<file path="config.mk">
export PLATFORM = sky130hd
export DESIGN_NAME = frame_swap_ctrl_flat
export DESIGN_NICKNAME = d
export VERILOG_FILES = /design/src/rtl/fb_pkg.sv /design/src/rtl/frame_swap_ctrl_if.sv /design/src/rtl/rise_detect.sv /design/src/rtl/frame_swap_ctrl.sv /design/src/flat_wrapper.sv
export SDC_FILE = /design/constraint.sdc
export NUM_CORES = 1
export LEC_CHECK = 0
export CORE_ASPECT_RATIO = 1.25
export CORE_UTILIZATION = 35
export DETAILED_ROUTE_END_ITERATION = 8
export PLACE_DENSITY = 0.63
export SETUP_SLACK_MARGIN = 0.3
export SLEW_MARGIN = 5
export SYNTH_ARGS = -nofsm -noshare
export SYNTH_HDL_FRONTEND = slang
export SYNTH_SLANG_ARGS = --single-unit
export TNS_END_PERCENT = 5
</file>
<file path="constraint.sdc">
create_clock -name i_clk -period 1.7 [get_ports i_clk]
set_input_delay 0.34 -clock i_clk [delete_from_list [all_inputs] [get_ports i_clk]]
set_output_delay 0.34 -clock i_clk [all_outputs]
set_load 0.01 [all_outputs]
</file>
<file path="src/rtl/fb_pkg.sv">
// Shared framebuffer types and defaults used by the swap controller, memory and config blocks.
package fb_pkg;

  typedef enum logic [1:0] {
    SWP_IDLE  = 2'd0,
    SWP_ARMED = 2'd1,
    SWP_GUARD = 2'd2
  } swap_state_t;

  localparam int FB_GUARD_CYCLES = 4;
  localparam int FB_FRAME_W      = 16;

endpackage

</file>
<file path="src/rtl/frame_swap_ctrl_if.sv">
// Config-decode / buffer-mux side signals of the framebuffer swap controller.
interface frame_swap_ctrl_if
  import fb_pkg::*;
#(
  parameter int FRAME_W = FB_FRAME_W
);
  logic               vblank;
  logic               swap_req;
  logic               immediate;
  logic               nmi_enable;
  logic               nmi_ack;
  logic               buf_sel;
  logic               swap_pending;
  logic               cpu_write_block;
  logic               nmi_n;
  logic [FRAME_W-1:0] frame_count;
  logic [7:0]         flip_count;

  modport master (
    output vblank, swap_req, immediate, nmi_enable, nmi_ack,
    input  buf_sel, swap_pending, cpu_write_block, nmi_n, frame_count, flip_count
  );

  modport slave (
    input  vblank, swap_req, immediate, nmi_enable, nmi_ack,
    output buf_sel, swap_pending, cpu_write_block, nmi_n, frame_count, flip_count
  );
endinterface

</file>
<file path="src/rtl/rise_detect.sv">
// Registered rising-edge detector: o_rise is high the cycle after i_d is first sampled high.
module rise_detect (
  input  logic i_clk,
  input  logic i_rst_n,
  input  logic i_d,
  output logic o_rise
);
  logic r_q;
  logic r_rise;

  // NOTE: sequential state uses non-blocking assignments so every flop samples pre-edge values.
  always_ff @(posedge i_clk) begin
    if (!i_rst_n) begin
      r_q    <= 1'b0;
      r_rise <= 1'b0;
    end else begin
      r_q    <= i_d;
      r_rise <= i_d & ~r_q;
    end
  end

  assign o_rise = r_rise;
endmodule

</file>
<file path="src/rtl/frame_swap_ctrl.sv">
// Double-buffer swap sequencer: flips BufSel on VBlank (or immediately), guards CPU writes
// around the flip, and owns the latched VBlank NMI.
module frame_swap_ctrl
  import fb_pkg::*;
#(
  parameter int GUARD_CYCLES = FB_GUARD_CYCLES,
  parameter int FRAME_W      = FB_FRAME_W
) (
  input  logic                    i_clk,
  input  logic                    i_rst_n,
  frame_swap_ctrl_if.slave        bus
);
  localparam int                CNT_W    = (GUARD_CYCLES > 1) ? $clog2(GUARD_CYCLES) : 1;
  localparam logic [CNT_W-1:0]  CNT_LOAD = CNT_W'(GUARD_CYCLES - 1);

  swap_state_t        r_state,     w_state_nxt;
  logic [CNT_W-1:0]   r_guard_cnt, w_guard_cnt_nxt;
  logic               r_rearm,     w_rearm_nxt;
  logic               w_flip;
  logic               w_vb_rise;
  logic               r_buf_sel;
  logic               r_swap_pending;
  logic               r_cpu_write_block;
  logic               r_nmi_n;
  logic [FRAME_W-1:0] r_frame_count;
  logic [7:0]         r_flip_count;

  rise_detect u_vb_rise (
    .i_clk   (i_clk),
    .i_rst_n (i_rst_n),
    .i_d     (bus.vblank),
    .o_rise  (w_vb_rise)
  );

  // NOTE: every always_comb output gets a default first, so no path can infer a latch.
  always_comb begin
    w_state_nxt     = r_state;
    w_guard_cnt_nxt = r_guard_cnt;
    w_rearm_nxt     = r_rearm;
    w_flip          = 1'b0;
    unique case (r_state)
      SWP_IDLE: begin
        if (bus.swap_req) begin
          if (bus.immediate) begin
            w_state_nxt     = SWP_GUARD;
            w_guard_cnt_nxt = CNT_LOAD;
          end else begin
            w_state_nxt = SWP_ARMED;
          end
        end
      end
      SWP_ARMED: begin
        if (w_vb_rise || bus.immediate) begin
          w_state_nxt     = SWP_GUARD;
          w_guard_cnt_nxt = CNT_LOAD;
        end
      end
      SWP_GUARD: begin
        if (bus.swap_req) w_rearm_nxt = 1'b1;
        // A request landing on the final guard cycle is queued like any earlier one.
        if (r_guard_cnt == '0) begin
          w_flip      = 1'b1;
          w_rearm_nxt = 1'b0;
          w_state_nxt = (r_rearm || bus.swap_req) ? SWP_ARMED : SWP_IDLE;
        end else begin
          w_guard_cnt_nxt = r_guard_cnt - 1'b1;
        end
      end
      default: w_state_nxt = SWP_IDLE;
    endcase
  end

  always_ff @(posedge i_clk) begin
    if (!i_rst_n) begin
      r_state           <= SWP_IDLE;
      r_guard_cnt       <= '0;
      r_rearm           <= 1'b0;
      r_buf_sel         <= 1'b0;
      r_swap_pending    <= 1'b0;
      r_cpu_write_block <= 1'b0;
      r_nmi_n           <= 1'b1;
      r_frame_count     <= '0;
      r_flip_count      <= '0;
    end else begin
      r_state           <= w_state_nxt;
      r_guard_cnt       <= w_guard_cnt_nxt;
      r_rearm           <= w_rearm_nxt;
      // Outputs are registered from next-state so the write gate and NMI never glitch.
      r_swap_pending    <= (w_state_nxt != SWP_IDLE) | w_rearm_nxt;
      r_cpu_write_block <= (w_state_nxt == SWP_GUARD);
      if (w_flip) begin
        r_buf_sel    <= ~r_buf_sel;
        r_flip_count <= r_flip_count + 8'd1;
      end
      if (w_vb_rise) r_frame_count <= r_frame_count + 1'b1;
      if (w_vb_rise && bus.nmi_enable)          r_nmi_n <= 1'b0;
      else if (bus.nmi_ack || !bus.nmi_enable)  r_nmi_n <= 1'b1;
    end
  end

  assign bus.buf_sel         = r_buf_sel;
  assign bus.swap_pending    = r_swap_pending;
  assign bus.cpu_write_block = r_cpu_write_block;
  assign bus.nmi_n           = r_nmi_n;
  assign bus.frame_count     = r_frame_count;
  assign bus.flip_count      = r_flip_count;
endmodule

</file>
<file path="src/flat_wrapper.sv">
// flat-port wrapper written by rule: the top's interface ports become plain ports
module frame_swap_ctrl_flat import fb_pkg::*;
#(
  parameter int GUARD_CYCLES = FB_GUARD_CYCLES,
  parameter int FRAME_W      = FB_FRAME_W
)
  (i_clk, i_rst_n, bus_vblank, bus_swap_req, bus_immediate, bus_nmi_enable, bus_nmi_ack, bus_buf_sel, bus_swap_pending, bus_cpu_write_block, bus_nmi_n, bus_frame_count, bus_flip_count);
  frame_swap_ctrl_if #(.FRAME_W(FRAME_W)) bus_i ();
  input  logic i_clk;
  input  logic i_rst_n;
  input wire logic [$bits(bus_i.vblank)-1:0] bus_vblank;
  input wire logic [$bits(bus_i.swap_req)-1:0] bus_swap_req;
  input wire logic [$bits(bus_i.immediate)-1:0] bus_immediate;
  input wire logic [$bits(bus_i.nmi_enable)-1:0] bus_nmi_enable;
  input wire logic [$bits(bus_i.nmi_ack)-1:0] bus_nmi_ack;
  output wire logic [$bits(bus_i.buf_sel)-1:0] bus_buf_sel;
  output wire logic [$bits(bus_i.swap_pending)-1:0] bus_swap_pending;
  output wire logic [$bits(bus_i.cpu_write_block)-1:0] bus_cpu_write_block;
  output wire logic [$bits(bus_i.nmi_n)-1:0] bus_nmi_n;
  output wire logic [$bits(bus_i.frame_count)-1:0] bus_frame_count;
  output wire logic [$bits(bus_i.flip_count)-1:0] bus_flip_count;
  assign bus_i.vblank = bus_vblank;
  assign bus_i.swap_req = bus_swap_req;
  assign bus_i.immediate = bus_immediate;
  assign bus_i.nmi_enable = bus_nmi_enable;
  assign bus_i.nmi_ack = bus_nmi_ack;
  assign bus_buf_sel = bus_i.buf_sel;
  assign bus_swap_pending = bus_i.swap_pending;
  assign bus_cpu_write_block = bus_i.cpu_write_block;
  assign bus_nmi_n = bus_i.nmi_n;
  assign bus_frame_count = bus_i.frame_count;
  assign bus_flip_count = bus_i.flip_count;
  frame_swap_ctrl #(.GUARD_CYCLES(GUARD_CYCLES), .FRAME_W(FRAME_W)) u_core (.i_clk(i_clk), .i_rst_n(i_rst_n), .bus(bus_i));
endmodule
</file>
== Word level (Yosys, flattened, before mapping) ==
Index checks and enable logic that the tools add are counted.

* Flip-flop bits (word level): 35
* Word-level logic and storage cells: 54
* Input bits: 7

* Bitwise logic cells: 4
* Add/sub/neg operators: 3
* Equal/unequal tests: 7
* Reductions and logical operators: 11
* Mux-type cells: 18

{| class="wikitable"
|+ Operators with widths
! cell !! number
|-
| $add 16x1->16 const B || 1
|-
| $mux 2 || 8
|-
| $pmux 2 s3 || 2
|-
| $add 8x1->8 const B || 1
|-
| $mux 1 || 8
|-
| $ne 2x2->1 const B || 3
|-
| $reduce_and 5->1 || 1
|-
| $eq 2x2->1 const B || 2
|-
| $logic_not 2->1 || 2
|-
| $reduce_bool 2->1 || 2
|-
| $logic_or 1x1->1 || 3
|-
| $reduce_bool 3->1 || 1
|-
| $eq 2x1->1 const B || 1
|-
| $ne 2x1->1 const B || 1
|-
| $not 1->1 || 2
|-
| $sub 2x1->2 const B || 1
|-
| $and 1x1->1 || 1
|-
| $logic_and 1x1->1 || 1
|-
| $logic_not 1->1 || 1
|-
| $or 1x1->1 || 1
|}

== Depth between registers and ports, before layout ==
Gate-level depths: netlist of the first run.

* Word-level depth: 6
* Gate-level depth with buffers: 6
* Gate-level depth less buffers: 6

== Cells and area by module ==
From an unflattened synthesis of the first run, not the netlist that was laid out.

* Cell total of the unflattened synthesis: 159
* Area total of the unflattened synthesis: 1599.0 µm²

{| class="wikitable"
|+ By module, submodules not included
! module !! cells an instance !! sequential area each (µm²) !! instances !! area each (µm²)
|-
| frame_swap_ctrl || 155 || 660.6 || 1 || 1544.0
|-
| rise_detect || 4 || 40.0 || 1 || 55.1
|}

== Least setup slack after synthesis of the first run ==
No wires, ideal clock.

* Path kind: register to register
* Start point: register u_core.r_frame_count[0] (netlist: u_core.bus.frame_count[0])
* End point: register u_core.r_frame_count[12] (netlist: u_core.bus.frame_count[12])
* Path buffers: 0
* Data required time: 1.585 ns
* Arrival time: 1.334 ns
* Stages on the path, launching flop included: 6
* Setup slack: 0.251 ns
* Path through: dfxtp_1 -> ha_1 -> nand3_1 -> nor4_1 -> xor2_1 -> and2_1

* Cells in the longest elaborated chain, start to end: 1

{| class="wikitable"
|+ RTL lines
! element !! line !! text
|-
| start: declaration || frame_swap_ctrl.sv:25 || <nowiki>logic [FRAME_W-1:0] r_frame_count;</nowiki>
|-
| start signal: assignment || frame_swap_ctrl.sv:95 || <nowiki>if (w_vb_rise) r_frame_count <= r_frame_count + 1'b1;</nowiki>
|-
| $add 16x1->16 || frame_swap_ctrl.sv:95 ||
|}

No other way between the ends.
A chain may end at the register's enable or synchronous reset.

== Worst setup path in the final report of the first run ==
* Start point: register u_core.r_flip_count[4] (netlist: u_core.bus.flip_count[4])
* End point: output port bus_flip_count[4]

{| class="wikitable"
|+ RTL lines
! element !! line !! text
|-
| start: declaration || frame_swap_ctrl.sv:26 || <nowiki>logic [7:0] r_flip_count;</nowiki>
|-
| start signal: assignment || frame_swap_ctrl.sv:93 || <nowiki>r_flip_count <= r_flip_count + 8'd1;</nowiki>
|-
| end: declaration || flat_wrapper.sv:21 || <nowiki>output wire logic [$bits(bus_i.flip_count)-1:0] bus_flip_count;</nowiki>
|}

No word-level cell between the ends.

==> results.tsv, run 1 <==
stage	metric	value	unit
routing	vias	1268	
cts	clock sink count	35	
layout	fraction of layout cells with a size suffix above 1	12.7	%
setup_path	Critical Path End Type	output pin	
job	Max Cap Viol	0	
global_route	global-route wire length before repair	4.94	mm
yosys	register area share after synthesis	45.9	%
placed_design	Port Buffers	34	
yosys	area leader, netlist	dfxtp_1	
setup_path	Cell Chain, Critical Path	clkdlybuf4s50_1	
cts	Clock Latency Late Sink	0.29	ns
yosys	Area contributors post-synth	dfxtp_1 46%, and2_1 8.6%, xnor2_1 6.9%	
cts	Max clock buf depth	2	
sta	Hold Vio Cnt, Final	0	
cts	CTS Root Cell	clkbuf_8	
floorplanning	Die X	61.1	µm
layout	Synth-to-Final Area Change	37.0	%
cts	Num CTS Buffers	5	
setup_path	CP max FO	5	
placed_design	placed insts	253	
layout	final cell count without fillers	261	
placed_design	Placement Cell Area	1960	µm²
layout	number of inserted diodes	0	
global_route	GR Util All Layers	14.7	%
yosys	post-synthesis cell type count	34	
setup_path	Max stage delay on crit path	0.57	ns
power	power consumption	1.80	mW
floorplanning	Core ar.	4130	µm²
yosys	Post-synth EDFFs	0	
floorplanning	die area	4630	µm²
routing	final antenna-violating net count	0	
layout	Finished Cell Area	2090	µm²
routing	via/cell ratio	4.86	
yosys	ys async rst share	0	%
floorplanning	Starting Density	36.9	%
floorplanning	I/O Pins	35	
placed_design	GP Congestion	0.747	
routing	final wirelength	3.13	mm
global_route	initial antenna violation count	0	
yosys	top_reg_cell synth	dfxtp_1	
cts	CTS Hold Buffers Added	0	
yosys	most frequent cells after synthesis	35 x dfxtp_1, 21 x and2_1, 13 x nand2_1	
cts	Worst-path clk slew	0.07	ns
cts	CTS tree	done	
sta	period utilization	94.4	%
floorplanning	Site Rows	26	
yosys	Synth warnings	0	
cts	H-tree depth	2	
routing	Pre-antenna DRT Iters	4	
global_route	pin count of the biggest net entering global routing	15	
sta	setup TNS	0	ns
setup_path	CP max stage cell	clkdlybuf4s50_1	
sta	Max Slew Vio Count	0	
placed_design	Detailed Place HPWL	2.26	mm
sta	skew final	0.00237	ns
sta	Final Setup Violations	0	
status	outcome	finished, final reports clean	
setup_path	Buf/Inv on CP	1	
yosys	post-synth top area share	45.9	%
setup_path	delay-heaviest family, CP	buffers and inverters	
sta	Max Fclk	623	MHz
setup_path	Worst Path Required	1.36	ns
yosys	Post-Synthesis Cells	162	
power	Cell Pwr Density	861	nW/µm²
layout	fin nets	214	
worst_hold_path	Min-Delay Path Class	register to register	
setup_path	Setup crit start kind	register	
floorplanning	Die Y-Extent	75.8	µm
power	total leakage power	0.832	nW
layout	fillers	405	
sta	Slew @ Worst Pin	0.341	ns
global_route	gr ovfl total	0	
routing	DRC viols	0	
yosys	Avg Cell Area, Syn	9.42	µm²
sta	Final Critical Period	1.61	ns
power	worst ir drop on vdd	0.424	mV
yosys	syn_nets	172	
yosys	Post-Syn Area	1530	µm²
yosys	most common cell in the synthesized netlist	dfxtp_1	
setup_path	WP data arrival	1.27	ns
yosys	FF+latch count, synth	35	
setup_path	critical path type	register to output pin	
sta	unrepaired setup endpoints after global routing	yes	
sta	Slew HR	77.0	%
cts	# Post-CTS Setup Buffers	0	
routing	DRT iter0 DRCs	48	
routing	WL/cell	12.0	µm
global_route	vias in the first global route	1137	
==> cell families after synthesis <==
group | after synthesis | share of synthesized area [%]
xor+xnor | 20 | 11.5
compound gates | 17 | 7.54
buf+inv | 9 | 2.46
simple gates | 76 | 28.9
mux | 2 | 1.31
fa+ha+maj | 3 | 2.46
flops | 35 | 45.9
==> metrics by stage <==
step	utilization (%)	hold WS, ns	setup slack [ns]
floorplan	-	0.367	0.307
global placement	47.5	0.373	0.122
detailed placement	47.5	0.383	0.0475
CTS	50.5	0.393	0.0725
global route	50.6	0.403	0.0493
finish	50.6	0.394	0.0947
==> cell type report <==
class	instances	area, µm²	area share, %
Multi-Input combinational cell	118	795	38.0
Sequential cell	35	712	34.0
Tap cell	56	70.1	3.35
Timing Repair Buffer	39	379	18.1
Clock inverter	2	35.0	1.67
Clock buffer	6	82.6	3.95
Inverter	5	18.8	0.897
==> layout by cell type, fill, tap and decap left out, types with 6 or more instances in the layout <==
| cell type | count |
|---|---|
| nor3_1 | 7 |
| nand4_1 | 9 |
| xor2_1 | 8 |
| nand2_1 | 13 |
| dfxtp_2 | 9 |
| and2_1 | 21 |
| xnor2_1 | 12 |
| dfxtp_1 | 26 |
| clkbuf_8 | 6 |
| clkdlybuf4s50_1 | 32 |
==> worst paths after layout <==
check / start / endpoint / slack (ns) / cells after the start
worst min-delay path: u_core.u_vb_rise.r_q / u_core.u_vb_rise.o_rise / 0.39 / 1
worst max-delay path: u_core.bus.flip_count[4] / bus_flip_count[4] / 0.09 / 1
worst max register to register: u_core.bus.frame_count[1] / u_core.bus.frame_count[12] / 0.22 / 5
worst min register to register: u_core.u_vb_rise.r_q / u_core.u_vb_rise.o_rise / 0.39 / 1
==> metal layers <==
metal	global-route usage (%)	wire length, µm	vias to the layer above
met5	0	0	-
met3	4.75	137	6
met2	23.9	1530	28
met4	8.59	67	0
met1	16.6	1390	599
li1	-	-	635
==> report_power, final <==
part	switching (mW)	internal, mW	total [mW]	leakage (nW)
clock network	0.305	0.474	0.779	0.0612
registers	0.0241	0.848	0.872	0.289
logic	0.0666	0.0830	0.150	0.482
total	0.396	1.41	1.80	0.832
==> state kept, by name, indices dropped and copies added (netlist names) <==
| register | flops |
|---|---|
| u_core.u_vb_rise.o_rise | 1 |
| u_core.bus.nmi_n | 1 |
| u_core.r_state | 2 |
| u_core.bus.cpu_write_block | 1 |
| u_core.r_guard_cnt | 2 |
| u_core.bus.flip_count | 8 |
| u_core.bus.frame_count | 16 |
| u_core.r_rearm | 1 |
| u_core.bus.buf_sel | 1 |
| u_core.u_vb_rise.r_q | 1 |
| u_core.bus.swap_pending | 1 |
==> timing repair <==
item / 4_1_cts / 5_1_grt
resized for setup: 8 / 2
hold endpoints to repair: 0 / 0
setup endpoints to repair: 39 / 44
Power figures use the tool's default switching activity.
==> inputs of run 2 (changes only) <==
--- a/config.mk
+++ b/config.mk
@@ -6,9 +6,9 @@
 export NUM_CORES = 1
 export LEC_CHECK = 0
 export CORE_ASPECT_RATIO = 1.25
-export CORE_UTILIZATION = 35
+export CORE_UTILIZATION = 49
 export DETAILED_ROUTE_END_ITERATION = 8
-export PLACE_DENSITY = 0.63
+export PLACE_DENSITY = 0.82
 export SETUP_SLACK_MARGIN = 0.3
 export SLEW_MARGIN = 5
 export SYNTH_ARGS = -nofsm -noshare
==> run 2 against run 1 <==
Net effect: design area shrank 2.9%; wire length fell by 7.7%; utilization increased by 18 points; critical path type unchanged; first-iteration DRC count is 65% lower; combinational power hardly changed; worst hold slack worse by 0.00055 ns; global-route usage rose by 6.6 points; via count grew 1.7%; critical endpoint is now bus_frame_count[7]; clock power down 35%; flip-flop and latch count stayed put; sequential share of layout area is 1.6 points higher.
==> results.tsv, run 2 (same netlist as run 1, synthesis figures left out) <==
stage	metric	value	unit	change
cts	clock sink count	35		unchanged
sta	Slew HR	77.2	%	+0.13 points
sta	Slew @ Worst Pin	0.339	ns	-0.00197 ns
routing	final wirelength	2.89	mm	-7.7%
global_route	pin count of the biggest net entering global routing	20		+5
worst_hold_path	Min-Delay Path Class	register to register		
setup_path	Crit Reg-Reg Startpoint	u_core.r_guard_cnt[0]		
routing	via/cell ratio	5.35		+10%
global_route	GR Util met3	6.43	%	+1.7 points
layout	max reg flops	16		unchanged
layout	Finished Cell Area	2030	µm²	-2.9%
power	Cell Pwr Density	748	nW/µm²	-13%
global_route	met2 usage	36.2	%	+12 points
global_route	GR Util met1	22.9	%	+6.3 points
worst_hold_path	worst hold start	u_core.u_vb_rise.r_q		
sta	skew final	0.00808	ns	+0.00571 ns
cts	CTS tree	done		
routing	final antenna-violating net count	0		unchanged
setup_path	WP data arrival	1.28	ns	about the same
routing	vias	1290		+1.7%
layout	most common cell after layout, fill and taps aside	clkdlybuf4s50_1		
floorplanning	Site Rows	22		-15%
placed_design	GP Congestion	0.730		-2.4%
layout	fin nets	214		unchanged
layout	most frequent cells in the layout	30 x clkdlybuf4s50_1, 21 x and2_1, 19 x dfxtp_1		
floorplanning	Starting Density	51.8	%	+15 points
cts	CTS Hold Buffers Added	0		unchanged
cts	post-CTS resize count	17		+9
global_route	gr ovfl total	0		unchanged
setup_path	CP max stage cell	clkdlybuf4s50_1		
layout	fraction of layout cells with a size suffix above 1	15.6	%	+2.9 points
cts	Max clock buf depth	2		unchanged
status	outcome	finished, final reports clean		
routing	DRC viols	0		unchanged
setup_path	Cell Chain, Critical Path	clkdlybuf4s50_1		
setup_path	CP max FO	7		+2
sta	period utilization	95.3	%	+0.86 points
cts	CTS Root Cell	clkbuf_4		
layout	number of inserted diodes	0		unchanged
power	total leakage power	0.838	nW	+0.67%
floorplanning	I/O Pins	35		unchanged
layout	Synth-to-Final Area Change	33.0	%	
cts	Clock Latency Late Sink	0.34	ns	+0.05 ns
sta	Final Setup Violations	0		unchanged
layout	area of the multi-input gates	795	µm²	unchanged
cts	Num CTS Buffers	5		unchanged
global_route	GR Util All Layers	21.3	%	+6.6 points
routing	WL/cell	12.0	µm	about the same
job	Max Cap Viol	0		unchanged
global_route	vias in the first global route	1252		+10%
routing	DRT iter0 DRCs	17		-65%
placed_design	Placement Cell Area	1940	µm²	-1.3%
placed_design	Port Buffers	34		unchanged
sta	unrepaired setup endpoints after global routing	yes		
layout	fillers	242		-40%
floorplanning	Core ar.	2950	µm²	-29%
layout	Seq. cell area	723	µm²	+1.6%
sta	Max Slew Vio Count	0		unchanged
global_route	global-route wire length before repair	5.26	mm	+6.4%
setup_path	Worst Path Required	1.36	ns	about the same
floorplanning	die area	3340	µm²	-28%
cts	Worst-path clk slew	0.10	ns	+0.03 ns
cts	# Post-CTS Setup Buffers	0		unchanged
cts	H-tree depth	2		unchanged
routing	Pre-antenna DRT Iters	5		+1
power	worst ir drop on vdd	0.628	mV	+48%
setup_path	delay-heaviest family, CP	buffers and inverters		
sta	Hold Vio Cnt, Final	0		unchanged
setup_path	Buf/Inv on CP	1		unchanged
setup_path	Setup crit start	u_core.bus.frame_count[7]		
sta	Final Critical Period	1.62	ns	+0.0146 ns
global_route	GRT Max-Usage Layer	met2		
setup_path	Setup crit start kind	register		
setup_path	Critical Path End Type	output pin		
placed_design	Detailed Place HPWL	2.20	mm	-2.6%
sta	setup TNS	0	ns	unchanged
floorplanning	Die X	51.9	µm	-15%
floorplanning	Die Y-Extent	64.4	µm	-15%
setup_path	Max stage delay on crit path	0.55	ns	-0.02 ns
sta	Max Fclk	617	MHz	-0.90%
setup_path	critical path type	register to output pin		
global_route	initial antenna violation count	0		unchanged
[run 2: where the power goes]
| part | total (mW) | internal, mW | switching [mW] |
|---|---|---|---|
| combinational | 0.147 | 0.0825 | 0.0645 |
| sequential | 0.869 | 0.847 | 0.0223 |
| clock | 0.504 | 0.243 | 0.261 |
[run 2: cell type report]
type	instances	area share, %
Multi-Input combinational cell	118	39.1
Sequential cell	35	35.6
Timing Repair Buffer	39	18.7
Clock buffer	8	3.39
Tap cell	36	2.22
Inverter	5	0.924
[run 2: metrics by stage]
stage	hold WS (ns)	util (%)	total power [mW]	setup slack, ns	std cells
floorplan	0.367	-	0.968	0.307	162
global placement	0.372	65.8	1.03	0.132	233
detailed placement	0.384	65.8	1.04	0.0961	233
CTS	0.398	68.7	1.54	0.0566	241
global route	0.403	68.9	1.60	0.0216	241
finish	0.393	68.9	1.52	0.0800	241
[run 2: path summary, 6_finish.rpt]
kind / end / slack [ns] / cells after the start
worst min register to register: u_core.u_vb_rise.o_rise / 0.39 / 1
worst max register to register: u_core.bus.flip_count[3] / 0.16 / 5
worst min-delay path: u_core.u_vb_rise.o_rise / 0.39 / 1
worst max-delay path: bus_frame_count[7] / 0.08 / 1
[run 2: layer usage]
metal | wire length [µm] | share of wire [%] | vias up
met4 | 70 | 2.4 | 0
met1 | 1190 | 41 | 608
met5 | 0 | 0 | -
li1 | - | - | 643
met3 | 152 | 5.3 | 7
met2 | 1480 | 51 | 32
